<file path="config.mk">
export PLATFORM = sky130hd
export DESIGN_NAME = reg_writeback_flat
export DESIGN_NICKNAME = d
export VERILOG_FILES = /design/src/rtl/reg_writeback_if.sv /design/src/rtl/reg_writeback.sv /design/src/flat_wrapper.sv
export SDC_FILE = /design/constraint.sdc
export NUM_CORES = 1
export LEC_CHECK = 0
export CORE_ASPECT_RATIO = 1.75
export CORE_MARGIN = 1
export CORE_UTILIZATION = 45
export CTS_BUF_LIST = sky130_fd_sc_hd__clkbuf_2
export CTS_CLUSTER_DIAMETER = 30
export CTS_CLUSTER_SIZE = 16
export DETAILED_ROUTE_END_ITERATION = 10
export MAX_ROUTING_LAYER = met4
export PLACE_DENSITY = 0.7
export SLEW_MARGIN = 20
export SYNTH_ARGS = -nofsm -noshare
export SYNTH_HDL_FRONTEND = slang
export SYNTH_SLANG_ARGS = --single-unit
</file>
<file path="constraint.sdc">
create_clock -name clk -period 2 [get_ports clk]
set_input_delay 0.3 -clock clk [delete_from_list [all_inputs] [get_ports clk]]
set_output_delay 0.3 -clock clk [all_outputs]
set_load 0.1 [all_outputs]
</file>
<file path="src/rtl/reg_writeback_if.sv">
`default_nettype none
// ============================================================================
// Module      : reg_writeback_if
// Description : Bundle of the write-back path signals between the ALU and
//               decode side (master) and the write-back buffer (slave).
//               ALU side   : en_in, wb_rd, wb_data -> wb_ready
//               Decode side: issue_en, issue_rd, stall -> busy
//               Reg group  : reg_en (one-hot), d_out, en_out
// Revision    : 1.0 - initial release
// ============================================================================
interface reg_writeback_if #(
    parameter int DATA_W = 16,
    parameter int NREG   = 4
);
    localparam int c_IDX_W = $clog2(NREG);

    logic                en_in;
    logic [c_IDX_W-1:0]  wb_rd;
    logic [DATA_W-1:0]   wb_data;
    logic                wb_ready;
    logic                issue_en;
    logic [c_IDX_W-1:0]  issue_rd;
    logic                stall;
    logic [NREG-1:0]     reg_en;
    logic [DATA_W-1:0]   d_out;
    logic                en_out;
    logic [NREG-1:0]     busy;

    modport master (
        output en_in, wb_rd, wb_data, issue_en, issue_rd, stall,
        input  wb_ready, reg_en, d_out, en_out, busy
    );

    modport slave (
        input  en_in, wb_rd, wb_data, issue_en, issue_rd, stall,
        output wb_ready, reg_en, d_out, en_out, busy
    );
endinterface
`default_nettype wire

</file>
<file path="src/rtl/reg_writeback.sv">
`default_nettype none
// ============================================================================
// Module      : reg_writeback
// Description : Write-side companion of the register group. Buffers tagged
//               ALU results in a small FIFO and drains one entry per cycle
//               as a one-hot register write enable plus shared write data.
//               A per-register pending counter tracks reserved destinations
//               so decode can detect RAW hazards.
// Ports       : clk  - clock, all state on the rising edge
//               rst  - asynchronous active-low reset
//               bus  - reg_writeback_if slave modport (ALU push, decode
//                      issue/stall/busy, register-group write outputs)
// Revision    : 1.0 - initial release
// ============================================================================
module reg_writeback #(
    parameter int DATA_W = 16,
    parameter int NREG   = 4,
    parameter int DEPTH  = 2
) (
    input  wire logic        clk,
    input  wire logic        rst,
    reg_writeback_if.slave   bus
);
    localparam int c_IDX_W = $clog2(NREG);
    localparam int c_PTR_W = (DEPTH > 1) ? $clog2(DEPTH) : 1;
    localparam int c_CNT_W = $clog2(DEPTH + 1);

    localparam logic [c_CNT_W-1:0] c_DEPTH    = c_CNT_W'(DEPTH);
    localparam logic [c_CNT_W-1:0] c_CNT_ONE  = c_CNT_W'(1);
    localparam logic [c_PTR_W-1:0] c_PTR_LAST = c_PTR_W'(DEPTH - 1);
    localparam logic [c_PTR_W-1:0] c_PTR_ONE  = c_PTR_W'(1);
    localparam logic [NREG-1:0]    c_ONEHOT0  = NREG'(1);

    // FIFO storage and control
    logic [c_IDX_W-1:0] r_fifo_rd   [DEPTH];
    logic [DATA_W-1:0]  r_fifo_data [DEPTH];
    logic [c_PTR_W-1:0] r_wr_ptr;
    logic [c_PTR_W-1:0] r_rd_ptr;
    logic [c_CNT_W-1:0] r_count;

    // Registered write port toward the register group
    logic [NREG-1:0]    r_reg_en;
    logic [DATA_W-1:0]  r_d_out;
    logic               r_en_out;

    logic               w_ready;
    logic               w_push;
    logic               w_pop;
    logic [NREG-1:0]    w_head_onehot;
    logic [NREG-1:0]    w_busy;

    function automatic logic [c_PTR_W-1:0] f_ptr_next(input logic [c_PTR_W-1:0] ptr);
        return (ptr == c_PTR_LAST) ? '0 : ptr + c_PTR_ONE;
    endfunction

    // Readiness looks only at current occupancy: a full buffer refuses a push
    // even in a cycle where it is draining, which keeps wb_ready free of any
    // path from stall.
    assign w_ready       = (r_count < c_DEPTH);
    assign w_push        = bus.en_in && w_ready;
    assign w_pop         = (r_count != '0) && !bus.stall;
    assign w_head_onehot = c_ONEHOT0 << r_fifo_rd[r_rd_ptr];

    always_ff @(posedge clk or negedge rst) begin
        if (!rst) begin
            for (int i = 0; i < DEPTH; i++) begin
                r_fifo_rd[i]   <= '0;
                r_fifo_data[i] <= '0;
            end
            r_wr_ptr <= '0;
            r_rd_ptr <= '0;
            r_count  <= '0;
        end else begin
            if (w_push) begin
                r_fifo_rd[r_wr_ptr]   <= bus.wb_rd;
                r_fifo_data[r_wr_ptr] <= bus.wb_data;
                r_wr_ptr              <= f_ptr_next(r_wr_ptr);
            end
            if (w_pop) begin
                r_rd_ptr <= f_ptr_next(r_rd_ptr);
            end
            case ({w_push, w_pop})
                2'b10:   r_count <= r_count + c_CNT_ONE;
                2'b01:   r_count <= r_count - c_CNT_ONE;
                default: r_count <= r_count;
            endcase
        end
    end

    // The entry being removed is presented for exactly one cycle; d_out keeps
    // its last value when idle so the shared data bus does not toggle.
    always_ff @(posedge clk or negedge rst) begin
        if (!rst) begin
            r_reg_en <= '0;
            r_d_out  <= '0;
            r_en_out <= 1'b0;
        end else if (w_pop) begin
            r_reg_en <= w_head_onehot;
            r_d_out  <= r_fifo_data[r_rd_ptr];
            r_en_out <= 1'b1;
        end else begin
            r_reg_en <= '0;
            r_en_out <= 1'b0;
        end
    end

    // Pending-write scoreboard: one saturating 2-bit counter per register.
    // A write committing (reg_en high at this edge) retires one reservation;
    // a commit with nothing reserved is tolerated and leaves the counter at 0.
    for (genvar gi = 0; gi < NREG; gi++) begin : g_pend
        logic       w_inc;
        logic       w_dec;
        logic [1:0] r_pend;

        assign w_inc = bus.issue_en && (bus.issue_rd == c_IDX_W'(gi));
        assign w_dec = r_reg_en[gi];

        always_ff @(posedge clk or negedge rst) begin
            if (!rst) begin
                r_pend <= 2'd0;
            end else if (w_inc && !w_dec) begin
                if (r_pend != 2'd3) begin
                    r_pend <= r_pend + 2'd1;
                end
            end else if (w_dec && !w_inc) begin
                if (r_pend != 2'd0) begin
                    r_pend <= r_pend - 2'd1;
                end
            end
        end

        assign w_busy[gi] = (r_pend != 2'd0);
    end

    assign bus.wb_ready = w_ready;
    assign bus.reg_en   = r_reg_en;
    assign bus.d_out    = r_d_out;
    assign bus.en_out   = r_en_out;
    assign bus.busy     = w_busy;

endmodule
`default_nettype wire

</file>
<file path="src/flat_wrapper.sv">
// flat-port wrapper written by rule: the top's interface ports become plain ports
module reg_writeback_flat 
#(
    parameter int DATA_W = 16,
    parameter int NREG   = 4,
    parameter int DEPTH  = 2
)
  (clk, rst, bus_en_in, bus_wb_rd, bus_wb_data, bus_issue_en, bus_issue_rd, bus_stall, bus_wb_ready, bus_reg_en, bus_d_out, bus_en_out, bus_busy);
  reg_writeback_if #(.DATA_W(DATA_W), .NREG(NREG)) bus_i ();
  input  wire logic clk;
  input  wire logic rst;
  input wire logic [$bits(bus_i.en_in)-1:0] bus_en_in;
  input wire logic [$bits(bus_i.wb_rd)-1:0] bus_wb_rd;
  input wire logic [$bits(bus_i.wb_data)-1:0] bus_wb_data;
  input wire logic [$bits(bus_i.issue_en)-1:0] bus_issue_en;
  input wire logic [$bits(bus_i.issue_rd)-1:0] bus_issue_rd;
  input wire logic [$bits(bus_i.stall)-1:0] bus_stall;
  output wire logic [$bits(bus_i.wb_ready)-1:0] bus_wb_ready;
  output wire logic [$bits(bus_i.reg_en)-1:0] bus_reg_en;
  output wire logic [$bits(bus_i.d_out)-1:0] bus_d_out;
  output wire logic [$bits(bus_i.en_out)-1:0] bus_en_out;
  output wire logic [$bits(bus_i.busy)-1:0] bus_busy;
  assign bus_i.en_in = bus_en_in;
  assign bus_i.wb_rd = bus_wb_rd;
  assign bus_i.wb_data = bus_wb_data;
  assign bus_i.issue_en = bus_issue_en;
  assign bus_i.issue_rd = bus_issue_rd;
  assign bus_i.stall = bus_stall;
  assign bus_wb_ready = bus_i.wb_ready;
  assign bus_reg_en = bus_i.reg_en;
  assign bus_d_out = bus_i.d_out;
  assign bus_en_out = bus_i.en_out;
  assign bus_busy = bus_i.busy;
  reg_writeback #(.DATA_W(DATA_W), .NREG(NREG), .DEPTH(DEPTH)) u_core (.clk(clk), .rst(rst), .bus(bus_i));
endmodule
</file>
==> impl_metrics.env, run 1 <==
export IMPL_max_stage_delay_ns=0.46
export IMPL_viasPerCell=5.14
export IMPL_synth_adder_area_share=0.00427
export IMPL_rr_worst_depth=4
export IMPL_relSlewSlack=0.756
export IMPL_fin_skew_ns=0.0216
export IMPL_post_route_period_util=0.894
export IMPL_outcome="finished clean"
export IMPL_gp_congestion=0.688
export IMPL_fin_area_um2=3650
export IMPL_ctsResizeCount=0
export IMPL_layout_drive_gt1_share=0.281
export IMPL_netlist_instances=231
export IMPL_r2r_start="u_core.r_count[1]"
export IMPL_synth_area_um2=2930
export IMPL_async_reset_ff_frac=1.00
export IMPL_worstPathArrival_ns=1.49
export IMPL_synth_common_cells="dfrtp_1, mux2_2, nand2_1, o21ai_0, mux2i_1"
export IMPL_synth_compound_area_frac=0.0696
export IMPL_die_w_um=63
export IMPL_io_buffer_count=50
export IMPL_rr_endpoint="u_core.r_fifo_data[19]"
export IMPL_clk_latency_ns=0.49
export IMPL_rows=38
export IMPL_synth_mux_area_frac=0.196
export IMPL_antenna_found_initial=0
export IMPL_grt_max_degree=70
export IMPL_dp_hpwl_um=3390
export IMPL_setup_viol=0
export IMPL_insertedDiodeCount=0
export IMPL_core_area_um2=6230
export IMPL_synthSimpleGateAreaFrac=0.105
export IMPL_seq_area_frac_synth=0.589
export IMPL_drtAntennaViolNets=0
export IMPL_ys_seq_elements=69
export IMPL_clock_sinks=69
export IMPL_cts_root_buf="clkbuf_2"
export IMPL_cts_tree="done"
export IMPL_grt_pass1_vias=1858
export IMPL_grt_pass1_wl_um=8580
export IMPL_syn_to_final_growth_pct=24.4
export IMPL_cts_buffer_depth=2
export IMPL_wl_per_cell_um=13.6
export IMPL_synth_most_common_cell="dfrtp_1"
export IMPL_path_clk_slew_ns=0.18
export IMPL_crit_path_start="u_core.g_pend[2].r_pend[0]"
export IMPL_max_cap_violations=0
export IMPL_grt_usage=0.171
export IMPL_synth_top_area_frac=0.589
export IMPL_tightestPinTransition_ns=0.365
export IMPL_synth_area_leaders="dfrtp_1, mux2_2, mux2i_1, mux2_1, o21ai_0"
export IMPL_initial_core_util=0.470
export IMPL_die_h_um=109
export IMPL_cp_slowest_cell="dfrtp_1"
export IMPL_fin_crit_ns=1.79
export IMPL_tns_ns=0
export IMPL_drc=0
export IMPL_yosys_area_share_xor_xnor=0.0149
export IMPL_cts_made_buffers=9
export IMPL_synth_main_ff_cell="dfrtp_1"
export IMPL_max_freq_mhz=559
export IMPL_hp_class="input port to async pin"
export IMPL_setup_worst_path_end_class="output pin"
export IMPL_slew_violations=0
export IMPL_drtIter0Drc=62
export IMPL_routed_wl_um=5110
export IMPL_rsz0062_at_grt="false"
export IMPL_crit_path_start_kind="flop"
export IMPL_htree_levels=3
export IMPL_post_dp_cell_area_um2=3510
export IMPL_grt_overflow=0
export IMPL_finalHoldViolCount=0
export IMPL_dr_pass1_iters=4
export IMPL_ys_warn_count=0
export IMPL_cp_max_fo=5
export IMPL_r2r_setup_slack_ns=0.58
export IMPL_ioPinCount=51
export IMPL_vias=1926
export IMPL_path_buf_inv=1
export IMPL_critical_path_required_ns=1.70
export IMPL_synth_area_per_cell_um2=12.7
export IMPL_critical_path_class="flop to output pin"
export IMPL_synth_top_family_by_area="multiplexers"
export IMPL_nNetsFinal=316
export IMPL_synth_cell_types=34
export IMPL_endpoint="bus_busy[2]"
export IMPL_yosys_area_top_type="dfrtp_1"
export IMPL_synth_edff_count=0
export IMPL_die_area_um2=6850
export IMPL_cp_top_family="flip-flops"
export IMPL_path_depth=2
export IMPL_synthesis_nets=257
export IMPL_worstPathCellList="or2_2 > buf_4"
==> area by class of cell <==
| class | instances | area (um2) |
|---|---|---|
| Timing Repair Buffer | 57 | 523 |
| Sequential cell | 69 | 1730 |
| Fill cell | 519 | 2580 |
| Tap cell | 80 | 100 |
| Clock inverter | 5 | 75.1 |
| Clock buffer | 11 | 55.1 |
| Inverter | 4 | 18.8 |
| Multi-Input combinational cell | 149 | 1150 |
==> layout by cell type, fill, tap and decap left out, types with 5 or more instances in the layout <==
cell type / count
nor2_1: 9
mux2_1: 10
buf_4: 29
o21ai_0: 20
clkbuf_2: 11
mux2i_1: 17
mux2_2: 26
nand2_1: 20
clkdlybuf4s50_1: 23
xnor2_1: 5
dfrtp_1: 69
==> cells by family (layout without fill, tap and decap cells) <==
| group | count (synthesis) | in the layout |
|---|---|---|
| AO/OA/AOI/OAI | 33 | 33 |
| flip-flops | 69 | 69 |
| adder cells (fa/ha/maj) | 1 | 1 |
| multiplexers | 53 | 53 |
| AND/OR/NAND/NOR | 57 | 57 |
| XOR/XNOR | 5 | 5 |
| buffers and inverters | 13 | 77 |
==> worst register-to-register path: stages (launching register included) <==
cell	delay [ns]
dfrtp_1	0.45
nand2b_2	0.24
nor2_4	0.11
buf_12	0.17
mux2_2	0.35
==> metal layers <==
metal,vias up,track usage,wire length [um]
met5,-,-,0
met4,0,0.105,94
met3,8,0.0377,188
met2,35,0.280,2660
met1,953,0.189,2170
li1,930,-,-
==> worst min path at each step <==
| stage | startpoint | to | slack (ns) | cells past startpoint |
|---|---|---|---|---|
| after detailed placement | rst | u_core.bus.d_out[5] | 0.35 | 2 |
| after floorplan | rst | u_core.bus.d_out[0] | 0.004 | 0 |
| final | rst | u_core.bus.d_out[5] | 0.32 | 3 |
| after global routing | rst | u_core.r_fifo_data[1] | 0.30 | 3 |
| after global placement | rst | u_core.bus.d_out[5] | 0.35 | 2 |
| after CTS | rst | u_core.r_fifo_data[17] | 0.29 | 3 |
==> through the flow <==
step	instances	worst slack [ns]	hold WS, ns	util
after floorplan	231	0.123	0.00441	-
after global placement	358	0.230	0.349	0.563
after detailed placement	358	0.194	0.350	0.563
after CTS	375	0.157	0.290	0.585
after global routing	375	0.115	0.303	0.585
final	375	0.212	0.322	0.585
==> sequential cells by signal, indices dropped and copies added (netlist names) <==
register,cells
u_core.r_fifo_data,32
u_core.bus.d_out,16
u_core.g_pend.r_pend,8
u_core.bus.reg_en,4
u_core.r_fifo_rd,4
u_core.r_count,2
u_core.bus.en_out,1
u_core.r_rd_ptr,1
u_core.r_wr_ptr,1
==> what timing repair did <==
action,4_1_cts,5_1_grt
hold endpoints to repair,69,0
buffers inserted,0,0
hold buffers,1,0
Power of run 1 is not shown: default switching activity piles up to over one toggle a cycle in this logic, so the estimate is an artifact.
==> run 2: changes to the inputs <==
--- a/config.mk
+++ b/config.mk
@@ -5,12 +5,12 @@
 export SDC_FILE = /design/constraint.sdc
 export NUM_CORES = 1
 export LEC_CHECK = 0
+export ABC_CLOCK_PERIOD_IN_PS = 2000
 export CORE_ASPECT_RATIO = 1.75
 export CORE_MARGIN = 1
 export CORE_UTILIZATION = 45
 export CTS_BUF_LIST = sky130_fd_sc_hd__clkbuf_2
 export CTS_CLUSTER_DIAMETER = 30
-export CTS_CLUSTER_SIZE = 16
 export DETAILED_ROUTE_END_ITERATION = 10
 export MAX_ROUTING_LAYER = met4
 export PLACE_DENSITY = 0.7
==> results of run 2 <==
The final DEF is identical to that of run 1; final timing and power are the same.
Power of run 2 is left out for the same reason.
